[src/rtl/buffer_pkg.sv]
// Shared definitions for the buffer block.
//   DATA_W : default data width of the pass-through path
//   CNT_W  : default width of the saturating change counter
//   data_t : data word of the default width
package buffer_pkg;

  localparam int unsigned DATA_W = 16;
  localparam int unsigned CNT_W  = 16;

  typedef logic [DATA_W-1:0] data_t;

endpackage : buffer_pkg

[src/rtl/sat_counter.sv]
// Saturating up-counter with asynchronous active-low clear.
//   clk   : rising-edge clock
//   rst_n : asynchronous active-low clear of the count
//   inc   : increment request, sampled on the rising edge
//   count : current count; sticks at all-ones once reached
module sat_counter #(
  parameter int unsigned W = buffer_pkg::CNT_W
) (
  input  logic         clk,
  input  logic         rst_n,
  input  logic         inc,
  output logic [W-1:0] count
);
  import buffer_pkg::*;

  logic [W-1:0] count_q;
  logic [W-1:0] count_d;

  // Hold at all-ones so the debug count never wraps back to a small value.
  always_comb begin
    count_d = count_q;
    if (inc && (count_q != {W{1'b1}})) begin
      count_d = count_q + W'(1);
    end
  end

  always_ff @(posedge clk or negedge rst_n) begin
    if (!rst_n) begin
      count_q <= '0;
    end else begin
      count_q <= count_d;
    end
  end

  assign count = count_q;

endmodule : sat_counter

[src/rtl/buffer.sv]
// Named pass-through boundary with a clocked debug side-band.
//   clk          : rising-edge clock for the side-band
//   rst_n        : asynchronous active-low clear of the side-band
//   I            : data in
//   O            : combinational copy of I (no clock, no reset dependence)
//   O_q          : I sampled at the last rising edge
//   changed      : last sample differed from the one before it
//   parity       : even parity (XOR-reduce) of the last sample
//   change_count : saturating count of sampled changes
module buffer #(
  parameter int unsigned WIDTH = buffer_pkg::DATA_W,
  parameter int unsigned CNT_W = buffer_pkg::CNT_W
) (
  input  logic             clk,
  input  logic             rst_n,
  input  logic [WIDTH-1:0] I,
  output logic [WIDTH-1:0] O,
  output logic [WIDTH-1:0] O_q,
  output logic             changed,
  output logic             parity,
  output logic [CNT_W-1:0] change_count
);
  import buffer_pkg::*;

  // The data path itself: a plain wire, so glitches and X pass straight through.
  assign O = I;

  logic [WIDTH-1:0] data_q;
  logic [WIDTH-1:0] data_d;
  logic             parity_q;
  logic             parity_d;
  logic             changed_q;
  logic             changed_d;
  logic             diff;

  // Compare against the previous sample; after reset that sample reads as zero,
  // so a nonzero first value counts as a change.
  always_comb begin
    diff      = (I != data_q);
    data_d    = I;
    parity_d  = ^I;
    changed_d = diff;
  end

  always_ff @(posedge clk or negedge rst_n) begin
    if (!rst_n) begin
      data_q    <= '0;
      parity_q  <= 1'b0;
      changed_q <= 1'b0;
    end else begin
      data_q    <= data_d;
      parity_q  <= parity_d;
      changed_q <= changed_d;
    end
  end

  sat_counter #(
    .W (CNT_W)
  ) u_change_cnt (
    .clk   (clk),
    .rst_n (rst_n),
    .inc   (diff),
    .count (change_count)
  );

  assign O_q     = data_q;
  assign parity  = parity_q;
  assign changed = changed_q;

endmodule : buffer

[config.mk]
export PLATFORM = sky130hd
export DESIGN_NAME = buffer
export DESIGN_NICKNAME = d
export VERILOG_FILES = /design/src/rtl/buffer_pkg.sv /design/src/rtl/sat_counter.sv /design/src/rtl/buffer.sv
export SDC_FILE = /design/constraint.sdc
export NUM_CORES = 1
export LEC_CHECK = 0
export ABC_AREA = 1
export BUFFER_PORTS_ARGS = -buffer_cell sky130_fd_sc_hd__buf_2
export CAP_MARGIN = 0
export CORE_MARGIN = 2
export CORE_UTILIZATION = 42
export CTS_BUF_LIST = sky130_fd_sc_hd__clkbuf_8
export DETAILED_ROUTE_END_ITERATION = 10
export GPL_TIMING_DRIVEN = 1
export MAX_ROUTING_LAYER = met4
export PLACE_DENSITY = 0.68
export REMOVE_ABC_BUFFERS = 1
export SLEW_MARGIN = 30
export SYNTH_ARGS = -nofsm -noshare
export SYNTH_HDL_FRONTEND = slang
export SYNTH_SLANG_ARGS = --single-unit
[constraint.sdc]
create_clock -name clk -period 2.03 [get_ports clk]
set_input_delay 0.406 -clock clk [delete_from_list [all_inputs] [get_ports clk]]
set_output_delay 0.406 -clock clk [all_outputs]
set_load 0.05 [all_outputs]
==> summary.md <==
| Metric | Value |
|---|---|
| Outcome | complete, no violations |
| Pre-Repair DR Iteration Count | 4 |
| Slew HR | 0.501 |
| Synth top area cells | dfrtp_1 39%, nand2_1 20%, inv_1 6.1% |
| Synth Register Bits | 34 |
| Via-per-instance ratio | 4.50 |
| Global-route usage over all layers | 0.164 |
| Ys flop type | dfrtp_1 |
| GP Congestion | around 0.85 |
| Initial antenna violation count | 0 |
| Final hold viol count | 0 |
| Fin Clk Skew | 0.00688 ns |
| Avg Inst Size Synth | 7.11 um^2 |
| R2R setup slack | 0.40 ns |
| Met3 wire length | about 270 um |
| Largest net degree at the start of global routing | 35 |
| Flop pwr share | 0.397 |
| Port bufs | between 60 and 70 |
| Drt total wl | 4.29 mm |
| Final setup viols | 0 |
| Cells after synthesis | about 300 |
| Hold_buf cts | 0 |
| DRT iter0 DRCs | 81 |
| Die Span Y | around 76 um |
| Post-synth top area cell | dfrtp_1 |
| Tcrit/Tclk final | 0.801 |
| Final setup TNS | 0 ns |
| Clock transition at path regs | around 0.070 ns |
| Ys async rst share | 1.00 |
| RSZ-0062 raised after global routing | no |
| CP max stage cell | dfrtp_1 |
| Worst Max-Slew Pin Slew | around 0.75 ns |
| Clk buf depth | 2 |
| Full die area | roughly 5700 um^2 |
| DP Wirelength | between 3 and 4 mm |
| CP endpoint kind | flop |
| Worst endpoint required time | 2.26 ns |
| Max FO, Critical Path | 13 |
| Clk pwr share | 0.285 |
| Crit path kind | flop to flop |
| Htree depth | 2 |
| Startpoint Class | flop |
| CP peak stage delay | about 0.42 ns |
| Final worst path period need | between 1.5 and 2 ns |
| Layout area overhead | 16.9% |
| Die X | approximately 76 um |
| Netlist Area Pre-Place | about 2200 um^2 |
| Post-synth EDFFs | 0 |
| Routed wire per std cell | 10.0 um |
| Gate power share | 0.317 |
| Share of layout cells above drive strength 1 | 0.263 |
| Starting Density | 0.428 |
| Top cell type's share of synthesized area | 0.395 |
| Switching power | roughly 840 uW |
| Routed met2 length | approximately 2.1 mm |
| DRC errors left | 0 |
| Row count | 26 |
| Post-cts sizing count | 0 |
| CTS tree | built |
| Fmax | 615 MHz |
| Max Slew Vio Count | 0 |
| Max-cap violations | 0 |
| Clk sinks | 34 |
| First-pass GRT wire length | 6.85 mm |
| DP Cell Count | 420 |
| Yosys warns | 0 |
| Power density over the cells | ~830 nW/um^2 |
| Sw Share | 0.401 |
| M1 WL | ~1.9 mm |
| Detail Route Antenna Nets | 0 |
| Overflow after GRT | 0 |
| Post CTS Setup Buffer Count | 0 |
| Layout Nets | about 380 |
| Routed vias | 1927 |
| Clk Latency, worst-skew pair | roughly 0.29 ns |
| Lkg Pwr | roughly 0.0014 uW |
| Yosys cell types | 22 |
| Highest routed layer | met4 |
| Cts bufs inserted | 5 |
| # IOs | 68 |
| ANT cells | 0 |
| Vias in the first global route | between 1.5k and 2k |
| Worst min-delay path class | input port to async pin |
| Core ar. | slightly above 5000 um^2 |
| Critical path arrival | about 1.9 ns |
| Cells along the critical path | ha_1 -> inv_1 -> nor2_4 -> nand3_2 -> nor2_4 -> inv_4 -> nand2_4 -> nand2_1 -> nand2_1 |
| Most frequent cell after synthesis | nand2_1 |
| Maximum VDD drop | ~0.37 mV |
| Sequential fraction of the synthesis area | 0.395 |
| Root buffer cell | clkbuf_8 |
| Layout Cells excl Fill | roughly 430 |
| Post-synth top cells | 113 x nand2_1, 35 x inv_1, 34 x dfrtp_1 |
| Pint | 1260 uW |
routing by layer:
layer / vias up / GRT usage
met5: - / -
met4: 0 / 0.0526
met3: 2 / 0.0437
met2: 54 / 0.272
met1: 876 / 0.194
li1: 995 / -
per-stage QoR:
| stage | cell area, um^2 | utilization | total power, uW | hold slack, ns | worst slack (ns) |
|---|---|---|---|---|---|
| 2_1_floorplan | 1990 | - | 1270 | 0.110 | 0.226 |
| 3_3_place_gp | 2410 | 0.478 | 1510 | 0.520 | 0.269 |
| 3_5_place_dp | 2410 | 0.478 | 1520 | 0.520 | 0.249 |
| 4_1_cts | 2520 | 0.500 | 2120 | 0.211 | 0.383 |
| 5_1_grt | 2520 | 0.500 | 2210 | 0.252 | 0.224 |
| 6_report | 2520 | 0.500 | 2100 | 0.176 | 0.404 |
power groups by stage:
stage	Sequential, uW	Combinational [uW]	Clock [uW]
finish	832	665	598
detailed placement	849	672	0
global route	846	724	640
floorplan	1080	190	0
CTS	835	674	614
global placement	846	664	0
placed cells by master (no fill, tap or decap), drive strengths merged:
cell	count
nand2	120
buf	67
inv	41
nor2	38
dfrtp	34
nand3	24
xnor2	12
clkbuf	8
xor2	7
nand4	3
o21ai	2
nor3	1
ha	1
kinds of logic after synthesis:
kind of cell    Yosys count  share of synthesized area
compound gates            2                    0.00464
xor+xnor                 19                     0.0772
fa+ha+maj                 1                    0.00580
buf+inv                  61                      0.150
flops                    34                      0.395
simple gates            186                      0.367
cell type report:
cell class	count	area, um^2
multi-input combinational	208	981
fill	515	2520
tap	70	87.6
clock buffer	8	110
inverter	41	156
sequential	34	851
timing repair buffer	67	335
worst paths after layout:
| kind | startpoint | endpoint | depth (start not counted) |
|---|---|---|---|
| setup / recovery | u_change_cnt.count[0] | u_change_cnt.count[7] | 9 |
| hold / removal | rst_n | u_change_cnt.count[10] | 1 |
| setup reg to reg | u_change_cnt.count[0] | u_change_cnt.count[7] | 9 |
| hold reg to reg | u_change_cnt.count[15] | u_change_cnt.count[15] | 2 |
| max in group asynchronous | rst_n | u_change_cnt.count[13] | 1 |
| min in group clk | I[9] | O_q[9] | 1 |
worst max-delay path: cells and delay by family (launching register included):
family	cells	cell delay, ns
simple gates	6	0.77
flops	1	0.42
fa+ha+maj	1	0.20
buf+inv	2	0.18
flip-flops by register name, summed over array words and instances, names as in the netlist:
register and flops:
O_q 16, changed 1, parity 1, u_change_cnt.count 16
Note: power is estimated with default switching activity, not from simulation.
